`src/rtl/rmii_phy_rx_gen.sv`:
```
// rmii_phy_rx_gen
// PHY-side RMII frame generator. Drives the MAC receive pins from a byte
// buffer: preamble, SFD, payload, CRC-32 FCS, then an inter-frame gap.
// One dibit is emitted every two clk cycles; phy_clk is the internally
// generated 50 MHz reference (ph), and line outputs change only on the clk
// edge where ph rises ("step"), so they are stable for a full RMII period.
//
// Optional feature macro: RMII_PHY_ERR_INJ_EN
//   defined   -> adds err_inj / err_byte inputs (latched with tx_vld);
//                phy_rx_err is raised for the 4 dibits of payload byte
//                err_byte. Data and FCS are unaffected.
//   undefined -> no extra ports, phy_rx_err tied low.
//
// Ports:
//   clk         in   system clock (100 MHz)
//   resetn      in   synchronous reset, active-low
//   tx_vld      in   start request pulse, latches tx_count when idle
//   tx_count    in   index of the last payload byte (length-1)
//   tx_addr     out  payload byte address presented to the buffer
//   tx_adv      out  pulse: byte at tx_addr consumed, address advanced
//   tx_busy     out  frame or IFG in progress
//   tx_data     in   payload byte for tx_addr (1 clk read latency allowed)
//   frame_done  out  pulse at the end of the IFG
//   phy_clk     out  RMII reference clock
//   phy_rxd     out  RMII receive dibit
//   phy_crs_dv  out  carrier sense / data valid
//   phy_rx_err  out  receive error
//
// state | meaning
// ------+--------------------------------------------------------------
// IDLE  | line quiet; a latched request starts a frame on the next step
// PRMBL | 2'b01 dibits, PRMBL_DIBITS steps
// SFD   | single 2'b11 dibit
// DATA  | payload dibits, LSB dibit of each byte first
// FCS   | 16 dibits of the complemented CRC, LSB first
// IFG   | crs_dv low for IFG_DIBITS steps, then frame_done

module rmii_phy_rx_gen #(
    parameter int PRMBL_DIBITS = 31,
    parameter int IFG_DIBITS   = 48
) (
    input  logic        clk,
    input  logic        resetn,
    input  logic        tx_vld,
    input  logic [10:0] tx_count,
    output logic [10:0] tx_addr,
    output logic        tx_adv,
    output logic        tx_busy,
    input  logic [7:0]  tx_data,
    output logic        frame_done,
`ifdef RMII_PHY_ERR_INJ_EN
    input  logic        err_inj,
    input  logic [10:0] err_byte,
`endif
    output logic        phy_clk,
    output logic [1:0]  phy_rxd,
    output logic        phy_crs_dv,
    output logic        phy_rx_err
);

    localparam logic [5:0] S_IDLE  = 6'b000001;
    localparam logic [5:0] S_PRMBL = 6'b000010;
    localparam logic [5:0] S_SFD   = 6'b000100;
    localparam logic [5:0] S_DATA  = 6'b001000;
    localparam logic [5:0] S_FCS   = 6'b010000;
    localparam logic [5:0] S_IFG   = 6'b100000;

    localparam int CNT_MAX = (PRMBL_DIBITS > IFG_DIBITS) ? PRMBL_DIBITS : IFG_DIBITS;
    localparam int CW      = $clog2((CNT_MAX > 16) ? CNT_MAX : 16) + 1;

    localparam logic [CW-1:0] PRMBL_LOAD = CW'(PRMBL_DIBITS - 1);
    localparam logic [CW-1:0] FCS_LOAD   = CW'(15);
    // The step that fires frame_done is itself the last IFG step, so the
    // counter is loaded two short of the gap length.
    localparam logic [CW-1:0] IFG_LOAD   = CW'(IFG_DIBITS - 2);

    localparam logic [31:0] CRC_POLY = 32'hEDB88320;

    function automatic logic [31:0] crc2(input logic [31:0] c, input logic [1:0] d);
        logic [31:0] r;
        r = c;
        for (int i = 0; i < 2; i++) begin
            if (r[0] ^ d[i]) r = (r >> 1) ^ CRC_POLY;
            else             r = r >> 1;
        end
        return r;
    endfunction

    logic          ph_q;
    logic          step;
    logic [5:0]    state_q, state_d;
    logic [CW-1:0] cnt_q, cnt_d;
    logic [1:0]    di_q, di_d;
    logic          last_q, last_d;
    logic [7:0]    byte_q, byte_d;
    logic [31:0]   crc_q, crc_d;
    logic [1:0]    rxd_q, rxd_d;
    logic          crs_q, crs_d;
    logic [10:0]   addr_q, addr_d;
    logic          adv_q, adv_d;
    logic          done_q, done_d;
    logic          busy_q, busy_d;
    logic [10:0]   count_q, count_d;
    logic          start_byte;
    logic [1:0]    dib;

    // ph is still low on the edge where it rises.
    assign step = ~ph_q;

    always_comb begin
        state_d    = state_q;
        cnt_d      = cnt_q;
        di_d       = di_q;
        last_d     = last_q;
        byte_d     = byte_q;
        crc_d      = crc_q;
        rxd_d      = rxd_q;
        crs_d      = crs_q;
        addr_d     = addr_q;
        adv_d      = 1'b0;
        done_d     = 1'b0;
        busy_d     = busy_q;
        count_d    = count_q;
        start_byte = 1'b0;
        dib        = 2'b00;

        // busy doubles as the pending-start flag while in IDLE
        if (tx_vld && !busy_q) begin
            busy_d  = 1'b1;
            count_d = tx_count;
        end

        if (step) begin
            case (state_q)
                S_IDLE: begin
                    rxd_d = 2'b00;
                    crs_d = 1'b0;
                    if (busy_q) begin
                        state_d = S_PRMBL;
                        rxd_d   = 2'b01;
                        crs_d   = 1'b1;
                        cnt_d   = PRMBL_LOAD;
                        crc_d   = '1;
                        addr_d  = '0;
                        di_d    = 2'd0;
                        last_d  = 1'b0;
                    end
                end
                S_PRMBL: begin
                    if (cnt_q == '0) begin
                        state_d = S_SFD;
                        rxd_d   = 2'b11;
                    end else begin
                        cnt_d = cnt_q - 1'b1;
                        rxd_d = 2'b01;
                    end
                end
                S_SFD: begin
                    state_d    = S_DATA;
                    start_byte = 1'b1;
                end
                S_DATA: begin
                    if (di_q == 2'd0) begin
                        if (last_q) begin
                            state_d = S_FCS;
                            rxd_d   = ~crc_q[1:0];
                            crc_d   = {2'b00, crc_q[31:2]};
                            cnt_d   = FCS_LOAD;
                        end else begin
                            start_byte = 1'b1;
                        end
                    end else begin
                        case (di_q)
                            2'd1:    dib = byte_q[3:2];
                            2'd2:    dib = byte_q[5:4];
                            default: dib = byte_q[7:6];
                        endcase
                        rxd_d = dib;
                        crc_d = crc2(crc_q, dib);
                        di_d  = di_q + 2'd1;
                        if (di_q == 2'd3) begin
                            adv_d = 1'b1;
                            // hold the address on the last byte so it never wraps
                            if (addr_q == count_q) last_d = 1'b1;
                            else                   addr_d = addr_q + 11'd1;
                        end
                    end
                end
                S_FCS: begin
                    if (cnt_q == '0) begin
                        state_d = S_IFG;
                        rxd_d   = 2'b00;
                        crs_d   = 1'b0;
                        cnt_d   = IFG_LOAD;
                    end else begin
                        cnt_d = cnt_q - 1'b1;
                        rxd_d = ~crc_q[1:0];
                        crc_d = {2'b00, crc_q[31:2]};
                    end
                end
                S_IFG: begin
                    if (cnt_q == '0) begin
                        state_d = S_IDLE;
                        done_d  = 1'b1;
                        busy_d  = 1'b0;
                    end else begin
                        cnt_d = cnt_q - 1'b1;
                    end
                end
                default: begin
                    state_d = S_IDLE;
                    rxd_d   = 2'b00;
                    crs_d   = 1'b0;
                    busy_d  = 1'b0;
                end
            endcase

            // the buffer had two clk since tx_addr moved, so tx_data is valid here
            if (start_byte) begin
                byte_d = tx_data;
                rxd_d  = tx_data[1:0];
                crc_d  = crc2(crc_q, tx_data[1:0]);
                di_d   = 2'd1;
            end
        end
    end

    always_ff @(posedge clk) begin
        if (!resetn) begin
            ph_q    <= 1'b0;
            state_q <= S_IDLE;
            cnt_q   <= '0;
            di_q    <= 2'd0;
            last_q  <= 1'b0;
            byte_q  <= 8'h00;
            crc_q   <= '1;
            rxd_q   <= 2'b00;
            crs_q   <= 1'b0;
            addr_q  <= '0;
            adv_q   <= 1'b0;
            done_q  <= 1'b0;
            busy_q  <= 1'b0;
            count_q <= '0;
        end else begin
            ph_q    <= ~ph_q;
            state_q <= state_d;
            cnt_q   <= cnt_d;
            di_q    <= di_d;
            last_q  <= last_d;
            byte_q  <= byte_d;
            crc_q   <= crc_d;
            rxd_q   <= rxd_d;
            crs_q   <= crs_d;
            addr_q  <= addr_d;
            adv_q   <= adv_d;
            done_q  <= done_d;
            busy_q  <= busy_d;
            count_q <= count_d;
        end
    end

`ifdef RMII_PHY_ERR_INJ_EN
    logic        err_en_q, err_en_d;
    logic [10:0] err_byte_q, err_byte_d;
    logic        rx_err_q, rx_err_d;

    always_comb begin
        err_en_d   = err_en_q;
        err_byte_d = err_byte_q;
        rx_err_d   = rx_err_q;
        if (tx_vld && !busy_q) begin
            err_en_d   = err_inj;
            err_byte_d = err_byte;
        end
        // tx_addr_q still holds the address of the byte whose dibit goes out
        // on this step (it only advances on the 4th dibit's own edge).
        if (step) begin
            rx_err_d = (state_d == S_DATA) && err_en_q && (addr_q == err_byte_q);
        end
    end

    always_ff @(posedge clk) begin
        if (!resetn) begin
            err_en_q   <= 1'b0;
            err_byte_q <= '0;
            rx_err_q   <= 1'b0;
        end else begin
            err_en_q   <= err_en_d;
            err_byte_q <= err_byte_d;
            rx_err_q   <= rx_err_d;
        end
    end

    assign phy_rx_err = rx_err_q;
`else
    assign phy_rx_err = 1'b0;
`endif

    assign phy_clk    = ph_q;
    assign phy_rxd    = rxd_q;
    assign phy_crs_dv = crs_q;
    assign tx_addr    = addr_q;
    assign tx_adv     = adv_q;
    assign tx_busy    = busy_q;
    assign frame_done = done_q;

endmodule

```
`config.mk`:
```
export PLATFORM = sky130hd
export DESIGN_NAME = rmii_phy_rx_gen
export DESIGN_NICKNAME = d
export VERILOG_FILES = /design/src/rtl/rmii_phy_rx_gen.sv
export SDC_FILE = /design/constraint.sdc
export NUM_CORES = 1
export LEC_CHECK = 0
export ABC_AREA = 1
export ABC_CLOCK_PERIOD_IN_PS = 2300
export BUFFER_PORTS_ARGS = -buffer_cell sky130_fd_sc_hd__buf_4
export CAP_MARGIN = 0
export CORE_ASPECT_RATIO = 0.75
export CORE_MARGIN = 2
export CORE_UTILIZATION = 25
export DETAILED_ROUTE_END_ITERATION = 10
export MAX_ROUTING_LAYER = met4
export REMOVE_ABC_BUFFERS = 1
export SYNTH_ARGS = -nofsm -noshare
export SYNTH_HDL_FRONTEND = slang
export SYNTH_SLANG_ARGS = --single-unit
```
`constraint.sdc`:
```
create_clock -name clk -period 2.3 [get_ports clk]
set_input_delay 0.115 -clock clk [delete_from_list [all_inputs] [get_ports clk]]
set_output_delay 0.115 -clock clk [all_outputs]
set_load 0.005 [all_outputs]
```
# Yosys cells after proc, flatten, opt, wreduce, memory -nomap -nowiden
# Index checks and enable logic that the tools add are counted.
# word_totals
register_bits	85
latchBits	0
ramBits	0
mem_bits_ro	0
in_bits	22
out_inout_bits	19
elab_cells	145
n_memories	0
# op_classes
addsub	3
mul	0
n_div	0
magnitude_cmp	0
n_eq_ne	26
shifts	0
n_mux	66
bitwise_logic	13
n_reduce_logical	23
# op_table
cell	n
$mux 32	14
$pmux 32 s3	1
$mux 11	4
$not 13->14	3
$mux 6	6
$pmux 6 s6	1
$mux 7	5
$pmux 7 s4	1
$mux 2	11
$ne 2x2->1 const B	11
$pmux 11 s2	1
$reduce_and 6->1	3
$mux 1	15
$add 11x1->11 const B	1
$eq 11x11->1	1
$pmux 2 s5	1
$ne 3x3->1 const B	3
$pmux 2 s2	2
$reduce_bool 4->1	2
$reduce_or 4->1	2
$logic_not 7->1	1
$reduce_and 7->1	1
$sub 7x1->7 const B	1
$eq 6x1->1 const B	1
other kinds (27)	39

# Depth between registers and ports, before layout
# Gate-level depths: netlist of the first run.
# logic_depth
word_depth	15
depth_mapped	13
ltp_nobuf	13

# Worst setup path before layout of the first run
# Ideal clock, no wire load.
# synth_path
kind	flip-flop to flip-flop
start	register di_q[0]
end	register crc_q[14]
setup_ps	120
arrival_time_ps	1674
required_ps	2180
setup_slack_ps	506
path_stages_with_launch	12
path_buffers	0
period_less_slack_ps	1794
cell_sequence	dfxtp_1 > inv_1 > ha_1 > or2_2 > nand2_1 > nand2_1 > nand2_1 > nand2_1 > nand2_1 > nand3_1 > o211ai_1 > nand2_1
# synth_between
elab_chain_len	14
elab_cells_between_ends	24
classes_between	5 x eq/ne; 15 x mux; 1 x bitwise; 3 x reduce/logical
# synth_rtl
item	line_no	rtl
from (decl)	93	logic [1:0] di_q, di_d;
from (signal assigned)	248	di_q <= di_d;
$eq 2x2->1 or $eq 2x1->1 (tied branches)	173	case (di_q)
$pmux 2 s2	173	
$mux 2	163	if (di_q == 2'd0) begin
$mux 2	134	case (state_q)
$mux 2	133	if (step) begin
$xor 1x1->1	83	if (r[0] ^ d[i]) r = (r >> 1) ^ CRC_POLY;
$mux 32	83	
$mux 32	163	
$mux 32	134	
$mux 32	133	
$mux 32	83	
$mux 32	163	
$pmux 32 s3	134	
$mux 32	219	if (start_byte) begin
to (signal assigned)	251	crc_q <= crc_d;
to (decl)	96	logic [31:0] crc_q, crc_d;
# Parallel ways exist; a longest one is shown, timed or not. The select of a mux whose other input is x is not followed.
# A chain may end at the register's enable or synchronous reset.

# Worst setup path in the final report of the first run
# layout_path
start	register di_q[0]
end	register crc_q[30]
# layout_between
elab_chain_len	15
elab_cells_between_ends	26
classes_between	5 x eq/ne; 15 x mux; 3 x bitwise; 3 x reduce/logical
# layout_rtl
item	line_no
$eq 2x2->1 or $eq 2x1->1 (tied branches)	173
$pmux 2 s2	173
$mux 2	163
$mux 2	134
$mux 2	133
$xor 1x1->1	83
$mux 32	83
$mux 32	163
$mux 32	134
$mux 32	133
$not 13->14 (no source line)	-
$mux 32	83
$mux 32	163
$pmux 32 s3	134
$mux 32	219
# Parallel ways exist; a longest one is shown, timed or not. The select of a mux whose other input is x is not followed.

==> results of run 1 <==
## area by class of cell
| type | count | share of cell area (%) |
|---|---|---|
| clock inverters | 5 | 1.05 |
| well taps | 247 | 5.42 |
| clock buffers | 11 | 4.44 |
| repair buffers | 55 | 7.47 |
| inverters | 67 | 4.46 |
| flip-flops and latches | 83 | 29.2 |
| multi-input cells | 536 | 48.0 |
## metal layers
| layer | vias up | share of wire, % | routed length, um |
|---|---|---|---|
| met3 | 10 | 4.2 | 515 |
| met1 | 2039 | 53 | 6460 |
| li1 | 2387 | - | - |
| met2 | 83 | 42 | 5180 |
| met5 | - | 0 | 0 |
| met4 | 0 | 1.0 | 127 |
## registers in the layout (all words and copies together), names as in the netlist
| name | count |
|---|---|
| crc_q | 32 |
| tx_busy | 1 |
| phy_rxd | 2 |
| frame_done | 1 |
| state_q | 6 |
| phy_crs_dv | 1 |
| phy_clk | 1 |
| last_q | 1 |
| tx_adv | 1 |
| di_q | 2 |
| tx_addr | 11 |
| count_q | 11 |
| cnt_q | 7 |
| byte_q | 6 |
## cells by family (layout without fill, tap and decap cells)
logic type                 count (synthesis)  after routing  synth area share [%]
AOI/OAI and AO/OA                        110            110                  12.3
xor gates and xnor gates                  36             36                  7.31
adders and majority gates                  6              6                  1.55
buffers and inverters                     96            138                  9.04
DFF                                       83             83                  34.4
other                                      1              1                0.0776
and+or+nand+nor                          383            383                  35.3
## cells in the final DEF, fill, tap and decap left out, types with 2 or more instances in the layout
| master | count |
|---|---|
| clkbuf_8 | 2 |
| clkbuf_16 | 9 |
| buf_4 | 54 |
| nand4_1 | 17 |
| nand2_2 | 8 |
| inv_2 | 8 |
| xor2_1 | 24 |
| nor2_4 | 6 |
| nand3_1 | 63 |
| nand2_4 | 3 |
| nand3_2 | 3 |
| o21ai_1 | 3 |
| nor3_1 | 5 |
| nor2_1 | 84 |
| nor2_2 | 6 |
| or2_2 | 2 |
| o211ai_1 | 15 |
| nand2_1 | 184 |
| o21ai_0 | 37 |
| xnor2_1 | 10 |
| dfxtp_1 | 83 |
| inv_1 | 57 |
| ha_1 | 6 |
| a21oi_1 | 53 |
## through the flow
stage,cell area [sq um],cells
2_1_floorplan,4650,686
3_3_place_gp,5380,988
3_5_place_dp,5380,988
4_1_cts,5690,1004
5_1_grt,5700,1004
6_report,5700,1004
## worst max-delay path by stage
| stage | slack, ns | to | start |
|---|---|---|---|
| final | 0.24 | crc_q[30] | di_q[0] |
| after global routing | 0.01 | crc_q[27] | di_q[0] |
| after CTS | 0.22 | crc_q[22] | di_q[0] |
| after detailed placement | 0.24 | crc_q[25] | di_q[0] |
| after global placement | 0.28 | crc_q[18] | di_q[0] |
| after floorplan | 0.28 | crc_q[0] | cnt_q[0] |
## where the power goes
part | internal [uW] | leakage [uW] | total, uW | switching, uW
Clock | 904 | 0.000152 | 1500 | 595
Sequential | 1710 | 0.000680 | 1930 | 221
Combinational | 996 | 0.00184 | 2850 | 1850
Total | 3610 | 0.00267 | 6280 | 2670
## worst max-delay path, cell delays in order (launching register included)
cell and delay [ns]:
dfxtp_1 0.37, inv_1 0.09, ha_1 0.35, or2_2 0.32
nand2_1 0.11, nand2_1 0.07, nand2_1 0.12, nand2_1 0.07
nand2_1 0.19, nand2_1 0.08, nand2_1 0.06, nand3_1 0.09
nand2_1 0.09
==> results.md, run 1 <==
* CP Max Fanout at 7
* CTS resizes at 0
* R2r endpoint: crc_q[30]
* CTS Buf Count at 9
* Critical path class: flop to flop
* Gpl congestion at about 0.85
* Tot Pwr at 6280 uW
* Slew margin rel. at 48.8%
* GRT met3 Usage at 2.00%
* Async S/R FF share, synth at 0%
* Final setup violation count at 0
* Filler instances at 2057
* DRC viols at 0
* DR iter-0 viols at 302
* Top cells by count, synth: nand2_1, nor2_1, dfxtp_1
* Core box area at 18700 sq um
* Clk_lat worst skew at 0.34 ns
* Highest clock rate at 485 MHz
* Post-synth top flop: dfxtp_1
* Post-layout util at 30.4%
* DIE HEIGHT at 124 um
* Initial antenna violation count at 0
* Starting Density at about a quarter
* Arrival time worst endpoint at 2.34 ns
* Synth unique cells at 34
* Clk slew on worst S/H paths at ~0.070 ns
* Slew Limit Fails at 0
* Synthesized area at 4830 sq um
* Sequential share of the synthesized area at 34.4%
* Vias in the first global route at 4130
* R2r setup slk at 0.24 ns
* # H-tree levels at 3
* Critical Path Start Type: flop
* RR Startpoint: di_q[0]
* Final hold slack at 0.0230 ns
* Reg2reg path depth at 12
* Clock Skew at 0.00747 ns
* WL/cell at roughly 12 um
* Most used routing layer in global routing: met2
* Slack of the critical path at around 0.24 ns
* Mapped Cells at 715
* Share of layout cells above drive strength 1 at approximately 15%
* Routed wire length at around 12 mm
* # hold bufs at CTS at 0
* Mean Syn Cell Area at around 6.8 sq um
* CTS Sinks at 83
* Final Net Count at 780
* Final ANT Viol Nets at 0
* ANT cells at 0
* Multi-input gate area at 2730 sq um
* Grt total ovfl at 0
* Final min period at 2.06 ns
* Worst Hold End: count_q[10]
* Met2 Resource Use GR at 18.6%
* Synth Register Bits at 83
* Setup bufs post-CTS at 0
* Area delta synth->final at 18.0%
* Total GRT Usage at 12.6%
* Setup TNS at 0 ns
* Ports at 41
* Endpoints failing hold at 0
* Vias/cell at 4.50
* Yosys top cell by area: dfxtp_1
* IO buf count at 39
* Core Rows at 43
* Largest net degree at the start of global routing at 43
* RSZ-0062 raised after global routing: no
* VDD IR max at 0.478 mV
* Status: complete, no violations
* Detail Placement HPWL at just under 9 mm
* Clk root buf: clkbuf_16
* DRT Pass-1 Iters at 5
* Die Width at 164 um
* Via count at 4519
* Dpl ws at 0.238 ns
* Fin crit share at 89.6%
* TritonCTS clock tree: built
* Synth Warn # at 0
* Share of the synthesized area in the top cell type at 34.4%
* Post-synth EDFFs at 0
* Min-delay worst type: input pin to flop
* Hold path start: tx_count[10]
* Die area at 20500 sq um
* Crit. End Element: flop
* Synth top area cells: dfxtp_1, nand2_1, nand3_1
* Hold path cells at 3
* CP Data Required Time at 2.58 ns
* First-pass GRT wire length at 20.8 mm
* Top-count cell post-synth: nand2_1
* Max Cap Viol at 0
* Clock Tree Buf Depth at 2
* Slew at the pin with the worst max-slew slack at 0.766 ns
* FF+latch area at around 1700 sq um
* Pwr dens at 1100 nW/um^2
* Met1 usage at approximately 18%
* P_leak at 0.00267 uW
Power figures use the tool's default switching activity.
==> run 2: changes to the inputs <==
--- a/config.mk
+++ b/config.mk
@@ -14,6 +14,7 @@
 export CORE_UTILIZATION = 25
 export DETAILED_ROUTE_END_ITERATION = 10
 export MAX_ROUTING_LAYER = met4
+export PLACE_DENSITY = 0.5
 export REMOVE_ABC_BUFFERS = 1
 export SYNTH_ARGS = -nofsm -noshare
 export SYNTH_HDL_FRONTEND = slang
==> run 2 against run 1 <==
Total power grew 0.78%; combinational power grew 2%; critical path depth is the same; register-to-register slack lost 0.05 ns; critical path type unchanged; critical endpoint is now crc_q[23].
==> results.md, run 2 (same netlist as run 1, synthesis figures left out) <==
* Status: complete, no violations
* # H-tree levels at 3
* Setup TNS at 0 ns
* Vias/cell at 4.46
* Max reg flops at 32
* Clock Skew at 0.0145 ns
* Clk slew on worst S/H paths at 0.07 ns
* # hold bufs at CTS at 0
* CP max-delay cell: dfxtp_1
* CTS Buf Count at 9
* Core box area at 18700 sq um
* WP buf/inv at 1
* Hold path cells at 3
* DR iter-0 viols at between 300 and 400
* Final setup violation count at 0
* Clock Tree Buf Depth at 2
* Post-layout util at a little under a third
* CP Max Fanout at 7
* RSZ-0062 raised after global routing: no
* Crit-path cells: inv_1, ha_1, or2_2, nand2_1, nand2_1, nand2_1, nand2_1, nand2_1, nand3_1, nand3_1, nand2_1, nand2_1
* Total GRT Usage at 14.2%
* Slew margin rel. at 37.4%
* Fin crit share at around nine tenths
* Max Cap Viol at 0
* DIE HEIGHT at about 120 um
* Die Width at 164 um
* Reg2reg path depth at 12
* Max incr delay on CP at about 0.37 ns
* Slew at the pin with the worst max-slew slack at 0.938 ns
* Clk root buf: clkbuf_16
* Final hold slack at 0.0143 ns
* Commonest non-fill, non-tap cell in the layout: nand2_1
* First-pass GRT wire length at 22.6 mm
* Final Net Count at 785
* Critical path class: flop to flop
* Critical Path Start Type: flop
* Vias in the first global route at 4360
* Ports at 41
* VDD IR max at 0.462 mV
* Via count at 4504
* Routed wire length at 13.2 mm
* Die area at 20500 sq um
* Detail Placement HPWL at 9.33 mm
* Initial antenna violation count at 0
* Setup bufs post-CTS at 0
* Clk_lat worst skew at 0.36 ns
* Endpoints failing hold at 0
* Commonest cells after routing, fill and taps aside: nand2_1, nor2_1, dfxtp_1
* CTS Sinks at a little over 80
* Largest net degree at the start of global routing at between 40 and 50
* Crit. End Element: flop
* Grt total ovfl at 0
* Pwr dens at 1100 nW/um^2
* P_leak at 0.00269 uW
* Min-delay worst type: input pin to flop
* IO buf count at 39
* Final ANT Viol Nets at 0
* Slew Limit Fails at 0
* Most common cell on crit path: nand2_1
* CP Data Required Time at around 2.6 ns
* ANT cells at 0
* TritonCTS clock tree: built
* Gpl congestion at 0.844
* Most flops, register: crc_q
* Core Rows at 43
* Arrival time worst endpoint at 2.42 ns
* Filler instances at 2108
* Final min period at 2.11 ns
* Highest clock rate at around 470 MHz
* DRT Pass-1 Iters at 4
* DRC viols at 0
* Area delta synth->final at 18.6%
* Share of layout cells above drive strength 1 at between 10% and 20%
* Starting Density at between 20% and 30%
* Worst path depth at 12
* CP delay by family, top: simple AND/OR/NAND/NOR gates
* WL/cell at 13.1 um
[run 2: cell count changes in the layout (fill, tap and decap cells not counted)]
cell,previous run,this run
buf_12,1,2
buf_4,54,58
clkbuf_1,0,1
clkbuf_8,2,1
clkinv_2,1,3
clkinv_4,1,0
inv_6,1,0
[run 2: tightest hold or removal path: stages]
cell and delay (ns):
buf_4 0.07, o21ai_0 0.07, nor2_1 0.08
[run 2: report_power, final]
group	leakage, uW	internal, uW	total [uW]	switching [uW]
combinational	0.00187	1030	2900	1870
sequential	0.000680	1710	1940	229
clock	0.000145	866	1490	624
[run 2: timing repair]
action | in CTS | in global routing
endpoints found under the hold margin | 0 | 0
setup endpoints to repair | 0 | 1
gates resized for setup | 0 | 1
[run 2: final cells by class]
type	count	area (sq um)	share of cell area, %
inverter	67	254	4.43
clock inverter	5	52.6	0.917
multi-input combinational	536	2730	47.7
clock buffer	11	243	4.24
timing repair buffer	60	475	8.30
sequential	83	1660	29.0
tap	247	309	5.39
[run 2: worst paths after layout]
| check | startpoint | endpoint | slack (ns) |
|---|---|---|---|
| min | tx_count[4] | count_q[4] | 0.01 |
| max reg2reg | di_q[0] | crc_q[23] | 0.19 |
| min reg2reg | crc_q[15] | crc_q[15] | 0.46 |
| max | di_q[0] | crc_q[23] | 0.19 |
[run 2: metal layers]
metal	vias to the layer above	track usage, %	share of wire (%)	wire, um
li1	2391	-	-	-
met3	6	3.33	5.1	672
met1	2024	20.3	53	7030
met2	83	20.0	41	5420
met4	0	3.43	0.64	85
met5	-	-	0	0
[run 2: metrics by stage]
step	total power, uW	setup slack [ns]	instance area [sq um]	instances
floorplan	4010	0.280	4650	686
global placement	4850	0.265	5430	993
detailed placement	4860	0.232	5430	993
CTS	6380	0.224	5730	1009
global route	6880	0.0208	5730	1009
finish	6330	0.192	5730	1009
==> run 3: changes to the inputs <==
--- a/config.mk
+++ b/config.mk
@@ -12,10 +12,10 @@
 export CORE_ASPECT_RATIO = 0.75
 export CORE_MARGIN = 2
 export CORE_UTILIZATION = 25
+export CTS_BUF_LIST = sky130_fd_sc_hd__clkbuf_8
 export DETAILED_ROUTE_END_ITERATION = 10
 export MAX_ROUTING_LAYER = met4
 export PLACE_DENSITY = 0.5
-export REMOVE_ABC_BUFFERS = 1
 export SYNTH_ARGS = -nofsm -noshare
 export SYNTH_HDL_FRONTEND = slang
 export SYNTH_SLANG_ARGS = --single-unit
==> run 3 against run 2 <==
Sequential cell count unchanged; sequential power hardly changed; utilization up 0.51 points; hold slack better by 0.0040 ns; non-clock buffer count grew 18; largest cell class unchanged; highest routed layer unchanged; fmax is 2.9% higher; first-iteration DRC count is 22% lower.
==> results.md, run 3 (same netlist as run 1, synthesis figures left out) <==
* Status: complete, no violations
* Vias in the first global route at 4308
* Die Width at 164 um
* Vias/cell at 4.46
* Commonest cells after routing, fill and taps aside: nand2_1, nor2_1, dfxtp_1
* Endpoints failing hold at 0
* CP Data Required Time at 2.58 ns
* Final hold slack at 0.0183 ns
* Gpl congestion at 0.783
* Detail Placement HPWL at about 9.6 mm
* Highest clock rate at ~490 MHz
* ANT cells at 0
* Clock Skew at between 0.015 and 0.02 ns
* First-pass GRT wire length at around 23 mm
* Min-delay worst type: input pin to flop
* VDD IR max at 0.376 mV
* Synthesized Nets at 743
* Area delta synth->final at 20.6%
* Critical path class: flop to flop
* Commonest non-fill, non-tap cell in the layout: nand2_1
* Max Cap Viol at 0
* Final ANT Viol Nets at 0
* DRC viols at 0
* Largest net degree at the start of global routing at 43
* Grt total ovfl at 0
* Max reg flops at 32
* Die area at 20500 sq um
* Pwr dens at 1050 nW/um^2
* Core Rows at 43
* DIE HEIGHT at 124 um
* Crit. End Element: flop
* Met2 Resource Use GR at 18.7%
* Starting Density at 25.8%
* WL/cell at 13.2 um
* Via count at around 4600
* Slew at the pin with the worst max-slew slack at 0.655 ns
* Setup TNS at 0 ns
* Clk root buf: clkbuf_8
* Arrival time worst endpoint at 2.33 ns
* Final Net Count at 803
* Share of layout cells above drive strength 1 at about 16%
* DR iter-0 viols at a little under 300
* P_leak at 0.00273 uW
* Most used routing layer in global routing: met1
* Fin crit share at 89.1%
* Slack of the critical path at 0.251 ns
* # H-tree levels at 3
* CTS Buf Count at 9
* Critical Path Start Type: flop
* CP Max Fanout at 6
* Met1 usage at 21.9%
* Initial antenna violation count at 0
* Most flops, register: crc_q
* IO buf count at 39
* Clock Tree Buf Depth at 2
* Final min period at 2.05 ns
* Slew margin rel. at 56.3%
* CTS Sinks at 83
* Slew Limit Fails at 0
* Ports at between 40 and 50
* Total GRT Usage at approximately 14%
* Clk_lat worst skew at just under 0.4 ns
* TritonCTS clock tree: built
* GRT met3 Usage at ~3.2%
* Clk slew on worst S/H paths at 0.09 ns
* Core box area at 18700 sq um
* Dpl ws at 0.201 ns
* DRT Pass-1 Iters at 4
* Final setup violation count at 0
* Routed wire length at about 14 mm
* RSZ-0062 raised after global routing: no
## run 3: path summary, 6_finish.rpt
kind	start	to	slack (ns)	depth (start not counted)
max	di_q[0]	crc_q[24]	0.25	12
min	tx_count[6]	count_q[6]	0.02	3
max reg2reg	di_q[0]	crc_q[24]	0.25	12
min reg2reg	cnt_q[1]	cnt_q[1]	0.47	2
## run 3: what timing repair did
action | CTS | global route
gates resized for setup | 0 | 3
buffers inserted | 0 | 0
hold buffers | 15 | 0
hold endpoints to repair | 15 | 0
setup endpoints to repair | 0 | 10
## run 3: metrics by stage
step / std cells / power, uW / area (sq um) / util (%)
2_1_floorplan: 715 / 4190 / 4830 / -
6_report: 1027 / 6100 / 5820 / 31.1
5_1_grt: 1027 / 6660 / 5820 / 31.1
3_3_place_gp: 996 / 4870 / 5440 / 29.1
4_1_cts: 1027 / 6130 / 5820 / 31.1
3_5_place_dp: 996 / 4860 / 5440 / 29.1
## run 3: layout make-up
| type | instances | area, sq um |
|---|---|---|
| clock inverter | 7 | 101 |
| sequential | 83 | 1660 |
| multi-input combinational | 536 | 2740 |
| timing repair buffer | 78 | 636 |
| fill | 2065 | 12900 |
| clock buffer | 9 | 124 |
| tap | 247 | 309 |
| inverter | 67 | 254 |
## run 3: routing by layer
| layer | wire, um | part of all wire [%] |
|---|---|---|
| met1 | 7660 | 56 |
| met2 | 5280 | 39 |
| met3 | 479 | 3.5 |
| met4 | 168 | 1.2 |
| met5 | 0 | 0 |
## run 3: worst max-delay path, cell delays in order (launching register included)
cell and delay, ns:
dfxtp_1 0.38, inv_1 0.09, ha_1 0.35, or2_2 0.33
nand2_1 0.12, nand2_1 0.07, nand2_1 0.10, nor2_1 0.07
buf_4 0.17, nand2_1 0.06, nand3_1 0.06, o211ai_1 0.10
nand2_1 0.07
## run 3: power breakdown
part,leakage (uW),internal (uW),switching [uW]
sequential,0.000680,1710,227
combinational,0.00194,1040,1900
clock,0.000106,619,605
total,0.00273,3370,2730
